### src/rtl/shifter_pkg.sv
// Shared op encoding for the pipelined barrel shifter and its stages.
// No logic here; latency and backpressure are owned by the users of the package.
package shifter_pkg;

  typedef enum logic [1:0] {
    OP_SRL = 2'b00,
    OP_SRA = 2'b01,
    OP_SLL = 2'b10,
    OP_ROR = 2'b11
  } op_t;

endpackage

### src/rtl/shift_stage.sv
// One barrel-shifter stage: conditional shift by DIST, then a register; 1 cycle.
// Loads only when adv is high, otherwise every register holds its value.
module shift_stage
  import shifter_pkg::*;
#(
  parameter int WIDTH = 32,
  parameter int TAG_W = 4,
  parameter int SHW   = 5,
  parameter int DIST  = 1
) (
  input  logic             clk,
  input  logic             rst,
  input  logic             adv,
  input  logic             in_vld,
  input  logic [WIDTH-1:0] in_dat,
  input  logic [SHW-1:0]   in_sha,
  input  op_t              in_op,
  input  logic             in_sgn,
  input  logic [TAG_W-1:0] in_tag,
  output logic             out_vld,
  output logic [WIDTH-1:0] out_dat,
  output logic [SHW-1:0]   out_sha,
  output op_t              out_op,
  output logic             out_sgn,
  output logic [TAG_W-1:0] out_tag
);

  localparam int SEL = $clog2(DIST);

  logic             vld_q, vld_d;
  logic [WIDTH-1:0] dat_q, dat_d;
  logic [SHW-1:0]   sha_q, sha_d;
  op_t              op_q,  op_d;
  logic             sgn_q, sgn_d;
  logic [TAG_W-1:0] tag_q, tag_d;
  logic [WIDTH-1:0] shifted;

  // SRA fills from the operand's original MSB, carried alongside the op.
  always_comb begin
    shifted = in_dat;
    if (in_sha[SEL]) begin
      case (in_op)
        OP_SRL:  shifted = {{DIST{1'b0}}, in_dat[WIDTH-1:DIST]};
        OP_SRA:  shifted = {{DIST{in_sgn}}, in_dat[WIDTH-1:DIST]};
        OP_SLL:  shifted = {in_dat[WIDTH-1-DIST:0], {DIST{1'b0}}};
        OP_ROR:  shifted = {in_dat[DIST-1:0], in_dat[WIDTH-1:DIST]};
        default: shifted = in_dat;
      endcase
    end
  end

  always_comb begin
    vld_d = vld_q;
    dat_d = dat_q;
    sha_d = sha_q;
    op_d  = op_q;
    sgn_d = sgn_q;
    tag_d = tag_q;
    if (adv) begin
      vld_d = in_vld;
      dat_d = shifted;
      sha_d = in_sha;
      op_d  = in_op;
      sgn_d = in_sgn;
      tag_d = in_tag;
    end
  end

  always_ff @(posedge clk or posedge rst) begin
    if (rst) begin
      vld_q <= 1'b0;
      dat_q <= '0;
      sha_q <= '0;
      op_q  <= OP_SRL;
      sgn_q <= 1'b0;
      tag_q <= '0;
    end else begin
      vld_q <= vld_d;
      dat_q <= dat_d;
      sha_q <= sha_d;
      op_q  <= op_d;
      sgn_q <= sgn_d;
      tag_q <= tag_d;
    end
  end

  assign out_vld = vld_q;
  assign out_dat = dat_q;
  assign out_sha = sha_q;
  assign out_op  = op_q;
  assign out_sgn = sgn_q;
  assign out_tag = tag_q;

endmodule

### src/rtl/pipelined_barrel_shifter.sv
// SRL/SRA/SLL/ROR barrel shifter, one register stage per sha bit; latency log2(WIDTH).
// Whole pipe advances together when output is empty or taken; in_ready mirrors that.
module pipelined_barrel_shifter
  import shifter_pkg::*;
#(
  parameter  int WIDTH = 32,
  parameter  int TAG_W = 4,
  localparam int SHW   = $clog2(WIDTH)
) (
  input  logic             clk,
  input  logic             reset,
  input  logic             in_valid,
  output logic             in_ready,
  input  logic [WIDTH-1:0] in_data,
  input  logic [SHW-1:0]   in_sha,
  input  logic [1:0]       in_op,
  input  logic [TAG_W-1:0] in_tag,
  output logic             out_valid,
  input  logic             out_ready,
  output logic [WIDTH-1:0] out_data,
  output logic [TAG_W-1:0] out_tag,
  output logic             out_zero,
  output logic             busy
);

  // Index 0 is the input port, index k+1 is the register output of stage k.
  logic             vld [SHW+1];
  logic [WIDTH-1:0] dat [SHW+1];
  logic [SHW-1:0]   sha [SHW+1];
  op_t              op  [SHW+1];
  logic             sgn [SHW+1];
  logic [TAG_W-1:0] tag [SHW+1];
  logic             adv;
  logic             unused_tail;

  assign adv    = out_ready | ~out_valid;
  assign vld[0] = in_valid;
  assign dat[0] = in_data;
  assign sha[0] = in_sha;
  assign op[0]  = op_t'(in_op);
  assign sgn[0] = in_data[WIDTH-1];
  assign tag[0] = in_tag;

  for (genvar k = 0; k < SHW; k++) begin : g_stage
    shift_stage #(
      .WIDTH (WIDTH),
      .TAG_W (TAG_W),
      .SHW   (SHW),
      .DIST  (1 << k)
    ) u_stage (
      .clk     (clk),
      .rst     (reset),
      .adv     (adv),
      .in_vld  (vld[k]),
      .in_dat  (dat[k]),
      .in_sha  (sha[k]),
      .in_op   (op[k]),
      .in_sgn  (sgn[k]),
      .in_tag  (tag[k]),
      .out_vld (vld[k+1]),
      .out_dat (dat[k+1]),
      .out_sha (sha[k+1]),
      .out_op  (op[k+1]),
      .out_sgn (sgn[k+1]),
      .out_tag (tag[k+1])
    );
  end

  always_comb begin
    busy = 1'b0;
    for (int k = 1; k <= SHW; k++) begin
      busy = busy | vld[k];
    end
  end

  assign in_ready    = adv;
  assign out_valid   = vld[SHW];
  assign out_data    = dat[SHW];
  assign out_tag     = tag[SHW];
  assign out_zero    = (dat[SHW] == '0);
  assign unused_tail = ^{sha[SHW], sgn[SHW], op[SHW]};

endmodule

### config.mk
export PLATFORM = sky130hd
export DESIGN_NAME = pipelined_barrel_shifter
export DESIGN_NICKNAME = d
export VERILOG_FILES = /design/src/rtl/shifter_pkg.sv /design/src/rtl/shift_stage.sv /design/src/rtl/pipelined_barrel_shifter.sv
export SDC_FILE = /design/constraint.sdc
export NUM_CORES = 1
export LEC_CHECK = 0
export BUFFER_PORTS_ARGS = -buffer_cell sky130_fd_sc_hd__buf_2
export CORE_MARGIN = 2
export CORE_UTILIZATION = 61
export DETAILED_ROUTE_END_ITERATION = 12
export PLACE_DENSITY = 0.81
export SLEW_MARGIN = 20
export SYNTH_ARGS = -nofsm -noshare
export SYNTH_HDL_FRONTEND = slang
export SYNTH_SLANG_ARGS = --single-unit
### constraint.sdc
create_clock -name clk -period 7.6 [get_ports clk]
set_input_delay 0.38 -clock clk [delete_from_list [all_inputs] [get_ports clk]]
set_output_delay 0.38 -clock clk [all_outputs]
set_load 0.02 [all_outputs]
# Word-level counts from Yosys, hierarchy flattened
# Cells that the tools add are included.
# Widths: inputs -> output; s select.
# totals
register_bits,217
input_bits,47
out_inout_bits,40
word_cells,64
# classes
n_eq_ne,15
n_mux,10
bitwise,6
n_reduce_logical,6
# ops
operator,n
$pmux 32 s4,5
$mux 32,5
$logic_not 32->1,1
$eq 2x2->1 const B,10
$eq 2x1->1 const B,5
$logic_not 2->1,5
$or 1x1->1,5
$not 1->1,1

# Depth between registers and ports, before layout
# Gate-level depths: netlist of run 1.
# depth
ltp_word,4
ltp_mapped,7
ltp_nobuf,4

# Modules after synthesis
# From an unflattened synthesis of run 1, not the netlist that was laid out.
# unflattened
cells_unflattened,1024
area_unflattened_um2,11105.7
# by_module_without_submodules
module,instances,cells_each,area_per_inst_um2,seq_area_each_um2
shift_stage (g_stage[0].u_stage),1,208,2297.2,1126.1
shift_stage (g_stage[2].u_stage),1,213,2275.9,1126.1
shift_stage (g_stage[1].u_stage),1,209,2273.4,1126.1
shift_stage (g_stage[3].u_stage),1,218,2248.4,1126.1
shift_stage (g_stage[4].u_stage),1,161,1919.3,1126.1
pipelined_barrel_shifter,1,15,91.3,0.0

# Least setup slack after synthesis of run 1
# Ideal clock, no wire load.
# synth_path
path_type,reg-to-output
startpoint,register g_stage[4].u_stage.vld_q
endpoint,output in_ready
arrival_ns,1.051
t_required_ns,7.220
setup_slack_ns,6.169
stages_incl_launch_ff,5
path_buffers,2
path_cell_list,dfrtp_1 nor2b_4 inv_2 buf_2 buf_2
# synth_between
elab_chain_cells,2
# synth_lines
item,line_no,rtl
from (decl),shift_stage.sv:30,"logic vld_q, vld_d;"
from (signal assigned),shift_stage.sv:78,vld_q <= vld_d;
$not 1->1,pipelined_barrel_shifter.sv:36,assign adv = out_ready | ~out_valid;
$or 1x1->1,pipelined_barrel_shifter.sv:36,
to (decl),pipelined_barrel_shifter.sv:13,"output logic in_ready,"
# No other way between the ends.

# Worst setup path in the final report of run 1
# layout_path
startpoint,register g_stage[4].u_stage.vld_q
endpoint,register g_stage[3].u_stage.dat_q[29]
# layout_between
elab_chain_cells,2
# layout_lines
item,line_no,rtl
$not 1->1,pipelined_barrel_shifter.sv:36,
$or 1x1->1,pipelined_barrel_shifter.sv:36,
to (signal assigned),shift_stage.sv:79,dat_q <= dat_d;
to (decl),shift_stage.sv:31,"logic [WIDTH-1:0] dat_q, dat_d;"
# No other way between the ends.
# A chain may end at the register's enable or synchronous reset.

==> impl_results.md, run 1 <==
- DRC: 0
- Max Buffers Root-to-Sink: 3
- Post-synth EDFFs: 0
- Final setup viols: 0
- Tightest slew margin relative to the limit: 24.98%
- Leak pwr: 5.521 nW
- Flops & latches, synth: 207
- Initial antenna violation count: 0
- Synth Area per Inst: 9.378 um^2
- DP HPWL: 15950 um
- DR iter-0 viols: 741
- Core ar.: 18020 um^2
- Vias in the first global route: 8068
- GRT Residual Overflow: 0
- HP Class: input pin to asynchronous set/reset pin
- Area leader, netlist: dfrtp_1
- # IOs: 87
- Setup TNS: 0 ns
- Final Cycle Share: 44.37%
- Cell variety after synth: 40
- TritonRoute pass-1 iters: 5
- Final Hold Fails: 0
- DR WL/cell: 17.42 um
- Via Count: 8591
- Final core occ: 66.36%
- Total Routing Usage GR: 25.37%
- Max Freq: 0.2966 GHz
- Setup crit end kind: flip-flop
- CTS buffer count: 22
- Die X-Extent: 139.6 um
- DRT antenna net count: 0
- Root buf cell: clkbuf_16
- Largest net degree at the start of global routing: 125
- # H-tree levels: 1
- Largest cells by area after synthesis: dfrtp_1 (46%), nand2_1 (11%), mux2i_1 (9.3%)
- Die H: 139.6 um
- Post-synthesis sequential area ratio: 46.18%
- CTS resizes: 0
- First-pass GRT wire length: 41570 um
- CTS tree: done
- Max-cap check violation count: 0
- Fin cells: 1424
- Crit start category: flip-flop
- Post-synth ARST share: 100.0%
- Initial Util: 62.22%
- Max-slew violations: 0
- Number of fillers in the final layout: 1450
- Area of the die: 19490 um^2
- Mapped Cells: 1196
- Hold_buf cts: 0
- Main synth FF type: dfrtp_1
- Syn. warnings: 0
- Postcts setup bufs: 0
- Synth top area share: 46.18%
- Worst Path Required: 7.99 ns
- Clk_skew: 0.01096 ns
- Outcome: completed
- Clk pin slew, worst setup/hold paths: 0.06 ns
- Tmin final: 3.372 ns
- IO Port Bufs: 86
- Tightest Pin Transition: 1.125 ns
- Peak supply drop: 0.0002783 V
- Site row count: 49
- RSZ-0062 raised after global routing: false
- Setup WS pre-CTS: 4.237 ns
- GP Congestion: 0.8420
- Clk Latency, worst-skew pair: 0.51 ns
- Number of clock sinks: 207
- CP max FO: 110
- # diodes: 0
- Synthesized Nets: 1243
- Arr. time, crit path: 3.76 ns
- CP Class: flip-flop to flip-flop
- P per Cell Area: 427.7 nW/um^2
- Placed insts: 1384
- Post-synth design cell area: 11220 um^2
- Via/cell ratio: 6.033
- Final WS setup: 4.228 ns
- Layout cells sized above 1: 14.56%
- Layout area overhead: 6.649%
- Final #Nets: 1226
- Drt total wl: 24810 um
## layer usage
layer	global-route usage, %	vias to the layer above	part of all wire [%]
met2	41.00	256	48
li1	-	4127	-
met5	0	-	0
met1	36.87	4165	45
met4	7.158	0	2.5
met3	2.684	43	4.6
## area by class of cell
class / count / area (um^2) / share of cell area [%]
Sequential cell: 207 / 5181 / 43.32
Tap cell: 229 / 286.5 / 2.395
Inverter: 4 / 25.02 / 0.2092
Clock inverter: 4 / 50.05 / 0.4184
Clock buffer: 36 / 724.4 / 6.056
Multi-Input combinational cell: 851 / 5207 / 43.54
Timing Repair Buffer: 93 / 486.7 / 4.069
## cells in the final DEF (no fill, tap or decap), drive strengths merged
cell,synthesis,final
nand2,319,319
dfrtp,207,207
mux2i,104,104
o211ai,98,98
buf,104,93
o21ai,78,78
nand3b,69,69
clkbuf,30,36
nor2b,34,34
nand3,30,30
a31oi,30,30
and3,16,16
a21oi,12,12
nor2,10,10
nor3,9,9
and2,9,9
nor4,8,8
a311oi,8,8
a2bb2oi,6,6
nand2b,5,5
inv,4,4
nand4,2,2
clkinvlp,0,2
o221ai,1,1
o21a,1,1
mux2,1,1
a221oi,1,1
clkinv,0,1
bufinv,0,1
## synth_stat cells, drive strengths merged, types with 10 or more instances
library cell and count:
clkbuf 30, nand2 319, nand3b 69, nor2 10, nand3 30, dfrtp 207, nor2b 34, buf 104
mux2i 104, a21oi 12, and3 16, o211ai 98, a31oi 30, o21ai 78
## sequential cells by signal, summed over array words and instances (netlist names)
register / cells
g_stage.u_stage.out_dat: 160
g_stage.u_stage.out_op: 8
g_stage.u_stage.out_sgn: 4
g_stage.u_stage.out_sha: 10
g_stage.u_stage.out_tag: 20
g_stage.u_stage.out_vld: 5
## kinds of logic (layout without fill, tap and decap cells)
| logic type | after synthesis | after routing | synth area share, % |
|---|---|---|---|
| and+or+nand+nor | 511 | 511 | 21.83 |
| DFF | 207 | 207 | 46.18 |
| AOI/OAI and AO/OA | 235 | 235 | 15.15 |
| buffers and inverters | 138 | 137 | 7.452 |
| muxes | 105 | 105 | 9.382 |
## worst paths after layout
kind,start,slack [ns],cells past startpoint,to
setup / recovery,g_stage[4].u_stage.out_vld,4.23,5,g_stage[3].u_stage.out_dat[29]
hold / removal,reset,0.04,2,g_stage[4].u_stage.out_dat[28]
setup reg to reg,g_stage[4].u_stage.out_vld,4.23,5,g_stage[3].u_stage.out_dat[29]
hold reg to reg,g_stage[0].u_stage.out_tag[0],0.47,2,g_stage[0].u_stage.out_tag[0]
max in group asynchronous,reset,6.30,3,g_stage[1].u_stage.out_dat[7]
min in group clk,in_sha[4],0.07,3,g_stage[0].u_stage.out_sha[4]
## worst max-delay path, stage by stage, from the launching register on
cell and delay [ns]:
dfrtp_1 0.37, nor2b_4 0.49, buf_4 0.84, buf_4 0.93, nor3_1 0.15, a311oi_1 0.32
## power breakdown
part | switching, W | internal, W | leakage [nW] | total, W
clock network | 0.000439 | 0.000683 | 0.377 | 0.00112
logic | 0.00107 | 0.000791 | 2.58 | 0.00186
registers | 0.000556 | 0.00157 | 2.57 | 0.00213
total | 0.00207 | 0.00305 | 5.52 | 0.00512
## metrics by stage
stage               hold WS (ns)  power [W]  instance area (um^2)
finish                   0.03613   0.005116                 11960
global route             0.06464   0.005443                 11960
CTS                      0.05637   0.005123                 11960
detailed placement        0.4554   0.003991                 11180
global placement          0.4485   0.003912                 11180
floorplan                 0.4386   0.003641                 11220
(Power assumes the default switching activity.)
==> inputs of run 2 (changes only) <==
Settings changed: ABC_AREA from default to 1, CORE_UTILIZATION 61 to 55, PLACE_DENSITY 0.81 to 0.77.
Clock period 7.6 ns to 2.81 ns, I/O delays scaled along.
==> run 2 against run 1 <==
  * Global-route usage shrank 1.0 points
  * Synthesized cell count grew 36%
  * Sequential share of layout area shrank 2.8 points
  * Highest routed layer unchanged
==> impl_results.md, run 2 <==
- Post-synth design cell area: 11630 um^2 (+3.7%)
- HP Class: input pin to flip-flop
- Die X-Extent: 149.4 um (+7.0%)
- CP Class: flip-flop to output port
- First-pass GRT wire length: 45510 um (+9.5%)
- Layout cells sized above 1: 9.371% (-5.2 points)
- Placed insts: 1874 (+35%)
- Flops & latches, synth: 207 (unchanged)
- Core ar.: 20890 um^2 (+16%)
- Dpl cell area: 11880 um^2 (+6.3%)
- Max-cap check violation count: 0 (unchanged)
- Syn. warnings: 0 (unchanged)
- Number of fillers in the final layout: 1926 (+33%)
- Setup crit end kind: output port
- # IOs: 87 (unchanged)
- Most frequent cell after synthesis: inv_1
- P per Cell Area: 1161 nW/um^2 (+170%)
- Fin cells: 1929 (+35%)
- CTS buffer count: 23 (+4.5%)
- Via/cell ratio: 5.328 (-12%)
- Post-synth ARST share: 100.0% (unchanged)
- Area of the die: 22330 um^2 (+15%)
- # H-tree levels: 1 (unchanged)
- Leading cell types in the layout, fill and taps excluded: inv_1 (293), nand2_1 (270), dfrtp_1 (207), nand3_1 (172), o21ai_0 (169)
- GP Congestion: 0.8934 (+6.1%)
- DRC: 0 (unchanged)
- CTS tree: done
- Outcome: completed
- Worst Path Required: 2.67 ns (-5.32 ns)
- TritonRoute pass-1 iters: 7 (+2)
- # diodes: 0 (unchanged)
- Tightest slew margin relative to the limit: 37.49% (+13 points)
- Root buf cell: clkbuf_16
- Synthesized Nets: 1677 (+35%)
- DP HPWL: 18230 um (+14%)
- DR WL/cell: 13.90 um (-20%)
- Leak pwr: 6.719 nW (+22%)
- Number of clock sinks: 207 (unchanged)
- Post-synth EDFFs: 0 (unchanged)
- Max Freq: 0.4521 GHz
- Commonest non-fill, non-tap cell in the layout: inv_1
- Clk_skew: 0.01524 ns (+0.004288 ns)
- Area leader, netlist: dfrtp_1
- Drt total wl: 26810 um (+8.1%)
- WHS: 0.01012 ns (-0.02601 ns)
- Post-synthesis sequential area ratio: 44.53% (-1.7 points)
- Clk pin slew, worst setup/hold paths: 0.06 ns (about the same)
- Final Cycle Share: 78.72%
- Final Hold Fails: 0 (unchanged)
- Max reg flops: 160 (unchanged)
- Via Count: 10278 (+20%)
- Final Instance Area: 12770 um^2 (+6.8%)
- Peak supply drop: 0.0004605 V (+65%)
- Die H: 149.4 um (+7.0%)
- Crit path buf inv count: 2 (unchanged)
- IO Port Bufs: 86 (unchanged)
- Synth top area share: 44.53% (-1.7 points)
- Setup WS pre-CTS: 0.9804 ns (-3.257 ns)
- Final WS setup: 0.5980 ns (-3.630 ns)
- Largest net degree at the start of global routing: 133 (+6.4%)
- Pwr Total: 0.01482 W (+190%)
- Crit start category: flip-flop
- Cell variety after synth: 24 (-40%)
- Arr. time, crit path: 2.07 ns (-1.69 ns)
- Main synth FF type: dfrtp_1
- CP top delay family: simple AND/OR/NAND/NOR gates
- Largest cells by area after synthesis: dfrtp_1 (45%), inv_1 (9.5%), nand2_1 (8.7%)
- Mapped Cells: 1630 (+36%)
- Max-slew violations: 0 (unchanged)
- CP cell instances: nand2_8 > buf_12 > buf_2
- Tightest Pin Transition: 0.9377 ns (-0.1876 ns)
- DRT antenna net count: 0 (unchanged)
- Final #Nets: 1687 (+38%)
- Final setup viols: 0 (unchanged)
- Synth Area per Inst: 7.136 um^2 (-24%)
- CTS resizes: 0 (unchanged)
- Vias in the first global route: 9443 (+17%)
- Total Routing Usage GR: 24.37% (-1.0 points)
- Initial antenna violation count: 0 (unchanged)
- RSZ-0062 raised after global routing: false
- DR iter-0 viols: 883 (+19%)
- Critical path's largest stage delay: 0.59 ns (-0.34 ns)
- Clk Latency, worst-skew pair: 0.51 ns (about the same)
- Site row count: 53 (+8.2%)
- Initial Util: 55.69% (-6.5 points)
- Most frequent cells after synthesis: inv_1 (294), nand2_1 (270), dfrtp_1 (207)
- CP max-delay cell: nand2_8
- GRT Residual Overflow: 0 (unchanged)
- Layout area overhead: 9.788%
- CP max FO: 132 (+20%)
- Max Buffers Root-to-Sink: 3 (unchanged)
- Tmin final: 2.212 ns
## run 2: cell types whose count changed in the layout (fill, tap and decap cells not counted), moves of 32 or more
cell      change
mux2i_1     -104
o21ai_0     +126
o211ai_1     -66
nand3_1     +142
nand2_1      -47
a21oi_1     +142
nor2_1      +140
nand3b_1     -68
inv_1       +291
nor2b_1      -32
## run 2: layout make-up
class,count,area [um^2],share of cell area (%)
Clock buffer,35,680.7,5.330
Clock inverter,4,47.55,0.3723
Inverter,300,1130,8.847
Multi-Input combinational cell,987,4568,35.77
Sequential cell,207,5180,40.56
Tap cell,275,344.1,2.694
Timing Repair Buffer,121,820.8,6.427
## run 2: per-stage QoR
stage / util [%] / TNS [ns]
2_1_floorplan: - / -3.466
3_3_place_gp: 56.89 / 0
3_5_place_dp: 56.89 / 0
4_1_cts: 61.14 / 0
5_1_grt: 61.14 / 0
6_report: 61.14 / 0
## run 2: cells by family after synthesis
family          after synthesis  synth area share, %
simple gates                601                21.43
buf+inv                     436                16.32
compound gates              378                16.95
flops                       207                44.53
mux                           8               0.7745
## run 2: worst min-delay path, cell delays in order
cell and delay [ns]:
buf_2 0.10, inv_1 0.07, nand2_1 0.06, nand3_1 0.06, a21oi_1 0.05
## run 2: report_power, final
| group | leakage (nW) | internal (W) | total [W] | switching, W |
|---|---|---|---|---|
| logic | 3.95 | 0.00223 | 0.00631 | 0.00409 |
| registers | 2.41 | 0.00441 | 0.00559 | 0.00118 |
| clock network | 0.356 | 0.00175 | 0.00292 | 0.00117 |
| total | 6.72 | 0.00838 | 0.0148 | 0.00644 |
## run 2: metal layers
metal | share of wire, % | routed length (um) | GRT usage [%]
met3 | 4.3 | 1144 | 2.622
met1 | 45 | 12160 | 34.20
met5 | 0 | 0 | 0
met4 | 2.5 | 661 | 7.000
met2 | 48 | 12850 | 40.28
## run 2: path summary, 6_finish.rpt
check                                              startpoint                              to  cells past startpoint  slack, ns
worst max-delay path               g_stage[4].u_stage.out_vld                        in_ready                      3       0.60
worst min-delay path                              in_data[20]  g_stage[0].u_stage.out_dat[21]                      5       0.01
worst max register to register     g_stage[4].u_stage.out_vld   g_stage[0].u_stage.out_sha[2]                      3       0.96
worst min register to register  g_stage[1].u_stage.out_sha[3]   g_stage[2].u_stage.out_sha[3]                      2       0.48
max in group asynchronous                               reset  g_stage[4].u_stage.out_dat[20]                      4       1.81
min in group asynchronous                               reset  g_stage[1].u_stage.out_dat[23]                      3       0.18
## run 2: what timing repair did
item | 4_1_cts | 5_1_grt
hold buffers | 16 | 0
setup buffers | 0 | 0
endpoints found under the setup margin | 0 | 0
endpoints found under the hold margin | 30 | 0
